[src/rtl/i2c_cfg_sequencer.sv]
// I2C configuration sequencer: waits out the power-up delay, writes a table of
// register/data pairs to a fixed slave through an external byte engine with
// per-entry retry, then waits a settle delay and raises DDS_START.
//
// state  | meaning
// -------+--------------------------------------------------------------
// PWRUP  | power-up delay after reset release
// FETCH  | latch table address/data for the current index
// REQ    | wait for engine idle, issue one write request
// WAIT   | wait for completion, NACK or timeout
// GAP    | bus free time before the next request
// SETTLE | all entries written, wait before starting the DDS
// DONE   | DDS_START asserted, held until reset
// ERROR  | retries exhausted, CFG_ERR asserted, no further requests

module i2c_cfg_sequencer #(
    parameter int unsigned POWERUP_DLY = 90000000,
    parameter int unsigned SETTLE_DLY  = 150000000,
    parameter int unsigned GAP_CYC     = 200,
    parameter int unsigned TIMEOUT_CYC = 100000,
    parameter int unsigned NUM_REGS    = 11,
    parameter int unsigned MAX_RETRY   = 3,
    parameter logic [6:0]  SLAVE_ADDR  = 7'h55
) (
    input  logic       clock_in_i,
    input  logic       reset_i,
    output logic [3:0] tbl_idx_o,
    input  logic [7:0] tbl_addr_i,
    input  logic [7:0] tbl_data_i,
    output logic       wr_req_o,
    output logic [6:0] wr_slave_o,
    output logic [7:0] wr_addr_o,
    output logic [7:0] wr_data_o,
    input  logic       wr_busy_i,
    input  logic       wr_done_i,
    input  logic       wr_nack_i,
    output logic       cfg_done_o,
    output logic       cfg_err_o,
    output logic       dds_start_o,
    output logic [7:0] status_led_o
);

    typedef enum logic [2:0] {
        ST_PWRUP  = 3'd0,
        ST_FETCH  = 3'd1,
        ST_REQ    = 3'd2,
        ST_WAIT   = 3'd3,
        ST_GAP    = 3'd4,
        ST_SETTLE = 3'd5,
        ST_DONE   = 3'd6,
        ST_ERROR  = 3'd7
    } state_t;

    // Last counter value of each timed state; a delay of 0 still occupies
    // the state for one cycle, so it shares the terminal value of a delay of 1.
    localparam logic [31:0] PWRUP_LAST   = (POWERUP_DLY == 0) ? 32'd0 : 32'(POWERUP_DLY - 1);
    localparam logic [31:0] SETTLE_LAST  = (SETTLE_DLY  == 0) ? 32'd0 : 32'(SETTLE_DLY  - 1);
    localparam logic [31:0] GAP_LAST     = (GAP_CYC     == 0) ? 32'd0 : 32'(GAP_CYC     - 1);
    localparam logic [31:0] TIMEOUT_LAST = (TIMEOUT_CYC == 0) ? 32'd0 : 32'(TIMEOUT_CYC - 1);

    // Widened by one bit so NUM_REGS=16 and MAX_RETRY=7 compare without wrap.
    localparam logic [4:0] NUM_REGS_W  = 5'(NUM_REGS);
    localparam logic [3:0] MAX_RETRY_W = 4'(MAX_RETRY);

    state_t      state_q,    state_d;
    logic [31:0] cnt_q,      cnt_d;
    logic [3:0]  idx_q,      idx_d;
    logic [2:0]  retry_q,    retry_d;
    logic        wr_req_q,   wr_req_d;
    logic [7:0]  addr_q,     addr_d;
    logic [7:0]  data_q,     data_d;
    logic        cfg_done_q, cfg_done_d;
    logic        cfg_err_q,  cfg_err_d;
    logic        dds_q,      dds_d;

    logic [4:0]  idx_next;
    logic [3:0]  retry_next;
    logic        attempt_ok;
    logic        attempt_fail;

    assign idx_next   = {1'b0, idx_q} + 5'd1;
    assign retry_next = {1'b0, retry_q} + 4'd1;

    // WR_NACK is only meaningful alongside WR_DONE; a timeout counts as a NACK.
    assign attempt_ok   = wr_done_i && !wr_nack_i;
    assign attempt_fail = (wr_done_i && wr_nack_i) || (!wr_done_i && (cnt_q == TIMEOUT_LAST));

    // Next-state, counter and datapath decisions.
    always_comb begin
        state_d    = state_q;
        cnt_d      = cnt_q + 32'd1;
        idx_d      = idx_q;
        retry_d    = retry_q;
        wr_req_d   = 1'b0;
        addr_d     = addr_q;
        data_d     = data_q;
        cfg_done_d = cfg_done_q;
        cfg_err_d  = cfg_err_q;
        dds_d      = dds_q;

        case (state_q)
            ST_PWRUP: begin
                if (cnt_q == PWRUP_LAST) begin
                    state_d = ST_FETCH;
                end
            end

            ST_FETCH: begin
                addr_d  = tbl_addr_i;
                data_d  = tbl_data_i;
                state_d = ST_REQ;
            end

            ST_REQ: begin
                if (!wr_busy_i) begin
                    wr_req_d = 1'b1;
                    state_d  = ST_WAIT;
                end
            end

            ST_WAIT: begin
                if (attempt_ok) begin
                    idx_d   = idx_next[3:0];
                    retry_d = 3'd0;
                    if (idx_next == NUM_REGS_W) begin
                        cfg_done_d = 1'b1;
                        state_d    = ST_SETTLE;
                    end else begin
                        state_d = ST_GAP;
                    end
                end else if (attempt_fail) begin
                    retry_d = retry_next[2:0];
                    if (retry_next == MAX_RETRY_W) begin
                        cfg_err_d = 1'b1;
                        state_d   = ST_ERROR;
                    end else begin
                        state_d = ST_GAP;
                    end
                end
            end

            ST_GAP: begin
                if (cnt_q == GAP_LAST) begin
                    state_d = ST_FETCH;
                end
            end

            ST_SETTLE: begin
                if (cnt_q == SETTLE_LAST) begin
                    dds_d   = 1'b1;
                    state_d = ST_DONE;
                end
            end

            ST_DONE: begin
                state_d = ST_DONE;
            end

            ST_ERROR: begin
                state_d = ST_ERROR;
            end

            default: begin
                state_d = ST_PWRUP;
            end
        endcase

        // Every state entry restarts the shared cycle counter.
        if (state_d != state_q) begin
            cnt_d = 32'd0;
        end
    end

    // State and datapath registers with synchronous reset.
    always_ff @(posedge clock_in_i) begin
        if (reset_i) begin
            state_q    <= ST_PWRUP;
            cnt_q      <= 32'd0;
            idx_q      <= 4'd0;
            retry_q    <= 3'd0;
            wr_req_q   <= 1'b0;
            addr_q     <= 8'd0;
            data_q     <= 8'd0;
            cfg_done_q <= 1'b0;
            cfg_err_q  <= 1'b0;
            dds_q      <= 1'b0;
        end else begin
            state_q    <= state_d;
            cnt_q      <= cnt_d;
            idx_q      <= idx_d;
            retry_q    <= retry_d;
            wr_req_q   <= wr_req_d;
            addr_q     <= addr_d;
            data_q     <= data_d;
            cfg_done_q <= cfg_done_d;
            cfg_err_q  <= cfg_err_d;
            dds_q      <= dds_d;
        end
    end

    assign tbl_idx_o    = idx_q;
    assign wr_req_o     = wr_req_q;
    assign wr_slave_o   = SLAVE_ADDR;
    assign wr_addr_o    = addr_q;
    assign wr_data_o    = data_q;
    assign cfg_done_o   = cfg_done_q;
    assign cfg_err_o    = cfg_err_q;
    assign dds_start_o  = dds_q;
    assign status_led_o = {idx_q, cfg_err_q, retry_q};

endmodule

[config.mk]
export PLATFORM = sky130hd
export DESIGN_NAME = i2c_cfg_sequencer
export DESIGN_NICKNAME = d
export VERILOG_FILES = /design/src/rtl/i2c_cfg_sequencer.sv
export SDC_FILE = /design/constraint.sdc
export NUM_CORES = 1
export LEC_CHECK = 0
export ABC_AREA = 1
export ABC_CLOCK_PERIOD_IN_PS = 5550
export CAP_MARGIN = 10
export CORE_ASPECT_RATIO = 0.7
export CORE_MARGIN = 2
export CORE_UTILIZATION = 55
export DETAILED_ROUTE_END_ITERATION = 10
export GPL_TIMING_DRIVEN = 0
export PLACE_DENSITY = 0.82
export SYNTH_ARGS = -nofsm -noshare
export SYNTH_HDL_FRONTEND = slang
export SYNTH_SLANG_ARGS = --single-unit
[constraint.sdc]
create_clock -name clock_in_i -period 5.55 [get_ports clock_in_i]
set_clock_uncertainty 0.05 [all_clocks]
set_input_delay 1.3875 -clock clock_in_i [delete_from_list [all_inputs] [get_ports clock_in_i]]
set_output_delay 1.3875 -clock clock_in_i [all_outputs]
set_load 0.01 [all_outputs]
==> results.ini, run 1 <==
[cts]
clock_path_buffers=2
clk_pin_slew_ns=0.07
cts_tree=built
hold_buffers=0
clock-sinks=62
cts_buffers=9
cts_setup_buffers=0
htreeDepth=3
root_buffer=clkbuf_8
cts_resized=0
clk_latency_ns=0.36

[grt]
grt_pass1_wl_mm=13.8
grt_pass1_vias=2924
grt-ovfl-total=0
grt_start_max_net_pins=12
antenna_found_initial=0
grt_usage=0.248

[drt]
ant_nets=0
routed_wl_mm=8.21
firstDrtPassIters=6
viasPerCell=5.03
detail_route.wl_per_cell_um=12.8
route.vias.total=3226
drcViolationCount=0
drt_iter0_drc=324

[timing]
tns_ns=0
fmax_ghz=0.324
finalHoldViolations=0
finalCritPeriodShare=0.556
rsz0062_at_grt=false
report.final.setup_viol=0
slew_violations=0
relSlewSlack=0.312
tightest_slew_ns=1.02
min_period_ns=3.09
timing.hold.ws_ns=0.406

[worst_setup_path]
crit_top_cell=nand2_1
crit_chain=clkdlybuf4s50_1, nand2_1, nor2_4, nand3_1, nor2_1, nor2_1, nand2_1, nor2_1, nand2_1, nand2_1, nand2_1, nand3_4, buf_6, nor2_2
max_stage_delay_ns=0.50
critPathArrivalTime_ns=3.33
path_max_fanout=10
start_kind=input port
criticalPathCategory=input port to flop
cpMaxStageDelayCell=clkdlybuf4s50_1
end_kind=flop
cp.required_ns=5.79

[synth]
synth_fa_ha_area_frac=0.0184
synthCells=494
synth_top_cell_area_share=0.364
synth_cell_type_count=26
muxShareOfSynthArea=0
ys.flop_type=dfxtp_1
synth_top_family_by_area=simple AND/OR/NAND/NOR gates
yosysMostFrequentCell=nor2_1
yosysTopAreaCell=dfxtp_1
syn-cell-area_um2=3410
synth-edff-count=0
synthXorXnorAreaFrac=0.0823
synth_seq_cells=62
syn_area_per_cell_um2=6.90
synth-simple-area-share=0.363
seq_area_frac_synth=0.364
yosys-top-cells-area=dfxtp_1, nor2_1, nand2_1
yosysWarnings=0
synthArstFlopShare=0
synth_compound_area_frac=0.0518
synth_common_cells=nor2_1, nand2_1, inv_1, dfxtp_1, nor2_2

[power]
leakage_nw=1.60
ir_worst_vdd_v=0.000171
cellPowerDensity_nw_per_um2=243

[floorplanning]
die_h_um=69.9
ioPinCount=60
start_util=0.583
die_w_um=98.1
std_cell_rows=23
die_area_um2=6850
core_um2=5840

[run]
maxCapViolations=0

[placed_design]
placed_cells=625
place_congestion=0.989
port_buffers=51
dpl.hpwl_mm=6.31

[cells_and_area]
antenna_cells=0
stdcell_count=641
nNetsFinal=587
syn_to_final_growth_pct=23.2
drive_gt1_frac=0.131

[outcome]
outcome=finished, final reports clean

[min_path]
hold_class=flop to flop

-- flip-flops by register name, indices dropped and copies added, names as in the netlist --
name	flops
retry_q	3
state_q	3
wr_req_o	1
tbl_idx_o	4
wr_addr_o	8
cfg_done_o	1
cnt_q	32
dds_start_o	1
cfg_err_o	1
wr_data_o	8
-- metrics by stage --
step | cell area (um2) | utilization | total power [mW] | setup WS, ns
CTS | 4200 | 0.719 | 1.03 | 2.45
finish | 4200 | 0.719 | 1.02 | 2.46
global placement | 4030 | 0.690 | 0.678 | 2.18
detailed placement | 4030 | 0.690 | 0.683 | 2.10
floorplan | 3430 | - | 0.613 | 2.87
global route | 4200 | 0.719 | 1.07 | 2.26
-- worst paths after layout --
kind,startpoint,slack [ns],cells after the start,to
hold / removal,dds_start_o,0.41,2,dds_start_o
setup reg to reg,state_q[0],3.26,6,wr_addr_o[4]
setup / recovery,wr_done_i,2.46,14,cnt_q[28]
hold reg to reg,dds_start_o,0.41,2,dds_start_o
-- per-layer routing --
| layer | routed length, um | share of wire | vias to the layer above | track usage |
|---|---|---|---|---|
| met5 | 0 | 0 | - | 0 |
| met4 | 117 | 0.014 | 0 | 0.0602 |
| met3 | 886 | 0.11 | 18 | 0.0931 |
| met2 | 3470 | 0.42 | 145 | 0.358 |
| met1 | 3740 | 0.46 | 1427 | 0.350 |
| li1 | - | - | 1636 | - |
-- where the power goes --
group	total (mW)	internal, mW	switching [mW]
combinational	0.186	0.0805	0.105
clock	0.347	0.162	0.185
sequential	0.487	0.469	0.0179
total	1.02	0.712	0.309
-- area by class of cell --
type | instances | area (um2)
clock buffer | 11 | 131
sequential | 62 | 1240
clock inverter | 5 | 36.3
tap | 75 | 93.8
buffer | 20 | 143
fill | 511 | 1640
multi-input combinational | 348 | 1780
inverter | 69 | 259
timing repair buffer | 51 | 510
-- placed cells by master, fill, tap and decap left out, drive strengths merged --
cell type      count
nor3              20
nand2             85
xor2              25
or2                2
clkbuf            16
nand3             27
inv               69
nand4              6
nor4               4
xnor2              7
a21oi             12
o21a               1
dfxtp             62
clkinvlp           3
o21ai             21
conb               7
clkdlybuf4s50     51
clkinv             2
ha                 5
buf               15
nor2             126
-- kinds of logic (layout without fill, tap and decap cells) --
| logic type | count (synthesis) | count (layout) |
|---|---|---|
| adder cells (fa/ha/maj) | 5 | 5 |
| flip-flops | 62 | 62 |
| buffers and inverters | 89 | 156 |
| XOR/XNOR | 32 | 32 |
| AO/OA/AOI/OAI | 34 | 34 |
| other | 2 | 7 |
| AND/OR/NAND/NOR | 270 | 270 |
-- critical path, delay by kind of cell --
kind,cells,cell delay [ns]
and+or+nand+nor,12,1.24
buffers and inverters,2,0.69
No activity file was read; power rests on OpenSTA's default activity.
==> run 2, diff against run 1 <==
--- a/config.mk
+++ b/config.mk
@@ -6,14 +6,14 @@
 export NUM_CORES = 1
 export LEC_CHECK = 0
 export ABC_AREA = 1
-export ABC_CLOCK_PERIOD_IN_PS = 5550
+export ABC_CLOCK_PERIOD_IN_PS = 2800
 export CAP_MARGIN = 10
 export CORE_ASPECT_RATIO = 0.7
 export CORE_MARGIN = 2
-export CORE_UTILIZATION = 55
+export CORE_UTILIZATION = 48
 export DETAILED_ROUTE_END_ITERATION = 10
 export GPL_TIMING_DRIVEN = 0
-export PLACE_DENSITY = 0.82
+export PLACE_DENSITY = 0.76
 export SYNTH_ARGS = -nofsm -noshare
 export SYNTH_HDL_FRONTEND = slang
 export SYNTH_SLANG_ARGS = --single-unit
==> constraint.sdc (replaced) <==
create_clock -name clock_in_i -period 2.8 [get_ports clock_in_i]
set_clock_uncertainty 0.05 [all_clocks]
set_input_delay 0.7 -clock clock_in_i [delete_from_list [all_inputs] [get_ports clock_in_i]]
set_output_delay 0.7 -clock clock_in_i [all_outputs]
set_load 0.01 [all_outputs]
==> results.ini, run 2 (synthesis gave the netlist of run 1 again) <==
[cts]
root_buffer=clkbuf_8  ; unchanged
cts_buffers=9  ; unchanged
clock-sinks=62  ; unchanged
cts_tree=built  ; unchanged
htreeDepth=3  ; unchanged
cts_resized=0  ; unchanged
hold_buffers=0  ; unchanged
clk_latency_ns=0.35  ; was 0.36 ns
clock_path_buffers=2  ; unchanged
cts_setup_buffers=0  ; unchanged
clk_pin_slew_ns=0.07  ; about the same

[power]
leakage_nw=1.62  ; was 1.60 nW
swShare=0.290  ; was 0.303
ir_worst_vdd_v=0.000324  ; was 0.000171 V
share_comb_of_total_power=0.179  ; was 0.182
pwr-share-clk=0.348  ; was 0.340
cellPowerDensity_nw_per_um2=483  ; was 243 nW/um2
p_sw_uw=592  ; was 309 uW
internal-power_mw=1.45  ; was 712 uW
p_total_mw=2.04  ; was 1.02 mW
p_seq_frac=0.473  ; was 0.478

[drt]
detail_route.wl_per_cell_um=12.4  ; was 12.8 um
routed_wl_mm=8.20  ; was 8.21 mm
drt_iter0_drc=341  ; was 324
viasPerCell=4.87  ; was 5.03
firstDrtPassIters=5  ; was 6
route.vias.total=3208  ; was 3,226
drcViolationCount=0  ; unchanged
ant_nets=0  ; unchanged

[worst_setup_path]
end_kind=flop  ; unchanged
reg2reg_to=cnt_q[14]  ; was wr_addr_o[4]
criticalPathCategory=input port to flop  ; unchanged
start_kind=input port  ; unchanged
max_stage_delay_ns=0.50  ; about the same
critPathArrivalTime_ns=2.63  ; was 3.33 ns
path_buf_inv=2  ; unchanged
worstRegToRegCells=15  ; was 6
cp.required_ns=3.03  ; was 5.79 ns
cpMaxStageDelayCell=clkdlybuf4s50_1  ; unchanged
r2r_slack_ns=0.56  ; was 3.26 ns
path_max_fanout=10  ; unchanged
crit_top_cell=nand2_1  ; unchanged
path_delay_family=simple AND/OR/NAND/NOR gates  ; unchanged
crit_chain=clkdlybuf4s50_1, nand2_1, nor2_4, nand3_1, nor2_1, nor2_1, nand2_1, nor2_1, nand2_1, nand2_1, nand2_1, nand3_4, buf_6, nor2_2  ; unchanged
r2r-start=cnt_q[0]  ; was state_q[0]

[cells_and_area]
regMostFlops=cnt_q  ; unchanged
largest_reg_flops=32  ; unchanged
syn_to_final_growth_pct=24.1  ; was 23.2%
final_cell_mix=nor2_1, nand2_1, inv_1  ; unchanged
nNetsFinal=587  ; unchanged
antenna_cells=0  ; unchanged
layout_commonest_cell=nor2_1  ; unchanged
drive_gt1_frac=0.133  ; was 0.131

[min_path]
min_to=dds_start_o  ; unchanged
hold_depth=2  ; unchanged
hold_class=flop to flop  ; unchanged
min_from=dds_start_o  ; unchanged

[timing]
finalCritPeriodShare=0.856
min_period_ns=2.40
tns_ns=0  ; unchanged
relSlewSlack=0.472  ; was 0.312
finalHoldViolations=0  ; unchanged
slew_violations=0  ; unchanged
fmax_ghz=0.417
report.final.setup_viol=0  ; unchanged
rsz0062_at_grt=false  ; unchanged
tightest_slew_ns=0.786  ; was 1.02 ns

[placed_design]
place_congestion=0.990  ; was 0.989
dpl.hpwl_mm=6.29  ; was 6.31 mm
port_buffers=51  ; unchanged

[outcome]
outcome=finished, final reports clean  ; unchanged

[floorplanning]
start_util=0.500  ; was 0.583
die_w_um=105  ; was 98.1 um
ioPinCount=60  ; unchanged
core_um2=6820  ; was 5840 um2
die_h_um=74.5  ; was 69.9 um
std_cell_rows=25  ; was 23
die_area_um2=7800  ; was 6850 um2

[grt]
grt_pass1_wl_mm=13.0  ; was 13.8 mm
grt_usage=0.214  ; was 0.248
grt_start_max_net_pins=11  ; was 12
grt_pass1_vias=2800  ; was 2,924
antenna_found_initial=0  ; unchanged
grt-ovfl-total=0  ; unchanged

[run]
maxCapViolations=0  ; unchanged

[run 2: area by class of cell]
| type | instances | area (um2) |
|---|---|---|
| plain buffers | 20 | 143 |
| clock buffers | 11 | 151 |
| clock inverters | 4 | 22.5 |
| fillers | 655 | 2590 |
| inverters | 69 | 259 |
| multi-input cells | 348 | 1780 |
| flip-flops and latches | 62 | 1240 |
| well taps | 94 | 118 |
| repair buffers | 51 | 510 |
[run 2: stage by stage]
stage               cell area [um2]  setup WS [ns]  hold WS (ns)  instances  utilization
global route                   4230          0.290         0.445        659        0.620
CTS                            4230          0.423         0.408        659        0.620
detailed placement             4050         0.0618         0.398        644        0.594
global placement               4050         0.0991         0.392        644        0.594
floorplan                      3430          0.810         0.389        499            -
finish                         4230          0.404         0.405        659        0.620
[run 2: metal layers]
| metal | up-vias | global-route usage | wire length (um) | part of all wire |
|---|---|---|---|---|
| met3 | 13 | 0.0666 | 723 | 0.088 |
| met2 | 140 | 0.298 | 3400 | 0.41 |
| li1 | 1635 | - | - | - |
| met5 | - | 0 | 0 | 0 |
| met1 | 1420 | 0.309 | 3980 | 0.49 |
| met4 | 0 | 0.0785 | 97 | 0.012 |
[run 2: worst max-delay path by stage]
stage | from | endpoint | slack, ns | cells past startpoint
2_1_floorplan | wr_nack_i | cnt_q[7] | 0.81 | 13
3_3_place_gp | wr_done_i | cnt_q[4] | 0.1 | 13
3_5_place_dp | wr_done_i | cnt_q[14] | 0.06 | 14
4_1_cts | wr_done_i | cnt_q[14] | 0.42 | 14
5_1_grt | wr_done_i | cnt_q[0] | 0.29 | 14
6_report | wr_done_i | cnt_q[14] | 0.40 | 14
[run 2: power by group through the flow]
stage / clock network (mW) / logic, mW / registers (mW)
after floorplan: 0 / 0.222 / 0.994
after global placement: 0 / 0.362 / 0.983
after detailed placement: 0 / 0.368 / 0.985
after CTS: 0.722 / 0.369 / 0.966
after global routing: 0.759 / 0.400 / 0.973
final: 0.710 / 0.366 / 0.966
[run 2: worst reg2reg max path, cell delays in order, from the launching register on]
cell and delay [ns]:
dfxtp_1 0.40, ha_1 0.20, nand2_1 0.11, inv_1 0.09, nand2_1 0.07, nor2_1 0.22, nand3_1 0.11, nor2_1 0.12
nor2_1 0.05, nor2_1 0.09, nand2_1 0.08, nand2_1 0.09, nand2_1 0.09, nand3_4 0.13, buf_6 0.20, nor2_2 0.05
==> run 3, diff against run 2 <==
--- a/config.mk
+++ b/config.mk
@@ -13,7 +13,7 @@
 export CORE_UTILIZATION = 48
 export DETAILED_ROUTE_END_ITERATION = 10
 export GPL_TIMING_DRIVEN = 0
-export PLACE_DENSITY = 0.76
+export PLACE_DENSITY = 0.86
 export SYNTH_ARGS = -nofsm -noshare
 export SYNTH_HDL_FRONTEND = slang
 export SYNTH_SLANG_ARGS = --single-unit
==> results.ini, run 3 (synthesis gave the netlist of run 1 again) <==
[worst_setup_path]
path_buf_inv=2  ; unchanged
crit_top_cell=nand2_1  ; unchanged
path_max_fanout=10  ; unchanged
max_stage_delay_ns=0.50  ; about the same
start_kind=input port  ; unchanged
critPathArrivalTime_ns=2.60  ; was 2.63 ns
cp.required_ns=3.04  ; was 3.03 ns
criticalPathCategory=input port to flop  ; unchanged
path_delay_family=simple AND/OR/NAND/NOR gates  ; unchanged
crit_chain=clkdlybuf4s50_1, nand2_1, nor2_4, nand3_1, nor2_1, nor2_1, nand2_1, nor2_1, nand2_1, nand2_1, nand2_1, nand3_4, buf_6, nor2_2  ; unchanged
end_kind=flop  ; unchanged
cpMaxStageDelayCell=clkdlybuf4s50_1  ; unchanged

[cts]
hold_buffers=0  ; unchanged
cts_resized=0  ; unchanged
clock_path_buffers=2  ; unchanged
clk_pin_slew_ns=0.07  ; about the same
clk_latency_ns=0.34  ; was 0.35 ns
htreeDepth=3  ; unchanged
cts_setup_buffers=0  ; unchanged
cts_buffers=9  ; unchanged
cts_tree=built  ; unchanged
clock-sinks=62  ; unchanged
root_buffer=clkbuf_8  ; unchanged

[grt]
grt_usage=0.224  ; was 0.214
grt-ovfl-total=0  ; unchanged
grt_pass1_vias=2944  ; was 2,800
grt_start_max_net_pins=11  ; unchanged
antenna_found_initial=0  ; unchanged
grt_pass1_wl_mm=13.7  ; was 13.0 mm

[timing]
tns_ns=0  ; unchanged
min_period_ns=2.36  ; was 2.40 ns
relSlewSlack=0.429  ; was 0.472
fmax_ghz=0.424  ; was 0.417 GHz
report.final.setup_viol=0  ; unchanged
tightest_slew_ns=0.850  ; was 0.786 ns
finalCritPeriodShare=0.843  ; was 0.856
finalHoldViolations=0  ; unchanged
slew_violations=0  ; unchanged
rsz0062_at_grt=false  ; unchanged
setup_slack_ns=0.439  ; was 0.404 ns

[floorplanning]
core_um2=6820  ; unchanged
die_h_um=74.5  ; unchanged
start_util=0.500  ; unchanged
std_cell_rows=25  ; unchanged
ioPinCount=60  ; unchanged
die_area_um2=7800  ; unchanged
die_w_um=105  ; unchanged

[power]
swShare=0.293  ; was 0.290
p_seq_frac=0.469  ; was 0.473
leakage_nw=1.61  ; was 1.62 nW
pwr-share-clk=0.352  ; was 0.348
share_comb_of_total_power=0.179  ; about the same
internal-power_mw=1.45  ; about the same
ir_worst_vdd_v=0.000230  ; was 0.000324 V
p_sw_uw=603  ; was 592 uW
cellPowerDensity_nw_per_um2=486  ; was 483 nW/um2

[min_path]
hold_class=flop to flop  ; unchanged

[cells_and_area]
antenna_cells=0  ; unchanged
nNetsFinal=587  ; unchanged
layout_commonest_cell=nor2_1  ; unchanged
register_area_um2=1240  ; unchanged
largest_reg_flops=32  ; unchanged
drive_gt1_frac=0.131  ; was 0.133
final_cell_mix=nor2_1, nand2_1, inv_1  ; unchanged
multi_input_area_um2=1780  ; unchanged
regMostFlops=cnt_q  ; unchanged
num-fill-cells=638  ; was 655
syn_to_final_growth_pct=24.1  ; about the same

[drt]
detail_route.wl_per_cell_um=12.8  ; was 12.4 um
viasPerCell=4.77  ; was 4.87
ant_nets=0  ; unchanged
routed_wl_mm=8.46  ; was 8.20 mm
route.vias.total=3144  ; was 3,208
firstDrtPassIters=5  ; unchanged
drcViolationCount=0  ; unchanged
drt_iter0_drc=239  ; was 341

[outcome]
outcome=finished, final reports clean  ; unchanged

[run]
maxCapViolations=0  ; unchanged

[placed_design]
place_ws_ns=0.0966  ; was 0.0618 ns
port_buffers=51  ; unchanged
dpl.hpwl_mm=6.58  ; was 6.29 mm
place_congestion=0.931  ; was 0.990

run 3: cell count changes in the layout (fill, tap and decap cells not counted), sizes merged:
cell      delta
clkinvlp     +1
clkbuf       +1
clkinv       -2
run 3: path summary, 6_finish.rpt:
| check | start | end | slack (ns) | cells after the start |
|---|---|---|---|---|
| worst min-delay path | dds_start_o | dds_start_o | 0.40 | 2 |
| worst min register to register | dds_start_o | dds_start_o | 0.40 | 2 |
| worst max-delay path | wr_done_i | cnt_q[16] | 0.44 | 14 |
| worst max register to register | cnt_q[0] | cnt_q[14] | 0.64 | 15 |
run 3: power groups by stage:
stage / Combinational (mW) / Sequential, mW / Clock [mW]
final: 0.368 / 0.965 / 0.724
after global routing: 0.400 / 0.973 / 0.772
after CTS: 0.368 / 0.965 / 0.738
after detailed placement: 0.367 / 0.985 / 0
after global placement: 0.361 / 0.983 / 0
after floorplan: 0.222 / 0.994 / 0
run 3: final cells by class:
cell class              count  share of cell area
multi-input cells         348               0.422
flip-flops and latches     62               0.293
repair buffers             51               0.121
inverters                  69              0.0612
clock buffers              12              0.0367
plain buffers              20              0.0337
well taps                  94              0.0278
clock inverters             3             0.00473
run 3: tightest hold or removal path, cell delays in order (launching register included):
cell and delay (ns):
dfxtp_1 0.31, inv_1 0.05, a21oi_1 0.05
run 3: metrics by stage:
| stage | cell area [um2] | instances | utilization | total power, mW | hold WS (ns) |
|---|---|---|---|---|---|
| 3_5_place_dp | 4050 | 644 | 0.594 | 1.35 | 0.397 |
| 5_1_grt | 4230 | 659 | 0.620 | 2.15 | 0.447 |
| 2_1_floorplan | 3430 | 499 | - | 1.22 | 0.389 |
| 4_1_cts | 4230 | 659 | 0.620 | 2.07 | 0.408 |
| 3_3_place_gp | 4050 | 644 | 0.594 | 1.34 | 0.389 |
| 6_report | 4230 | 659 | 0.620 | 2.06 | 0.402 |
run 3: layer usage:
| metal | vias up | global-route usage | part of all wire |
|---|---|---|---|
| li1 | 1633 | - | - |
| met1 | 1413 | 0.312 | 0.48 |
| met2 | 82 | 0.344 | 0.44 |
| met3 | 16 | 0.0561 | 0.064 |
| met4 | 0 | 0.0756 | 0.017 |
| met5 | - | 0 | 0 |
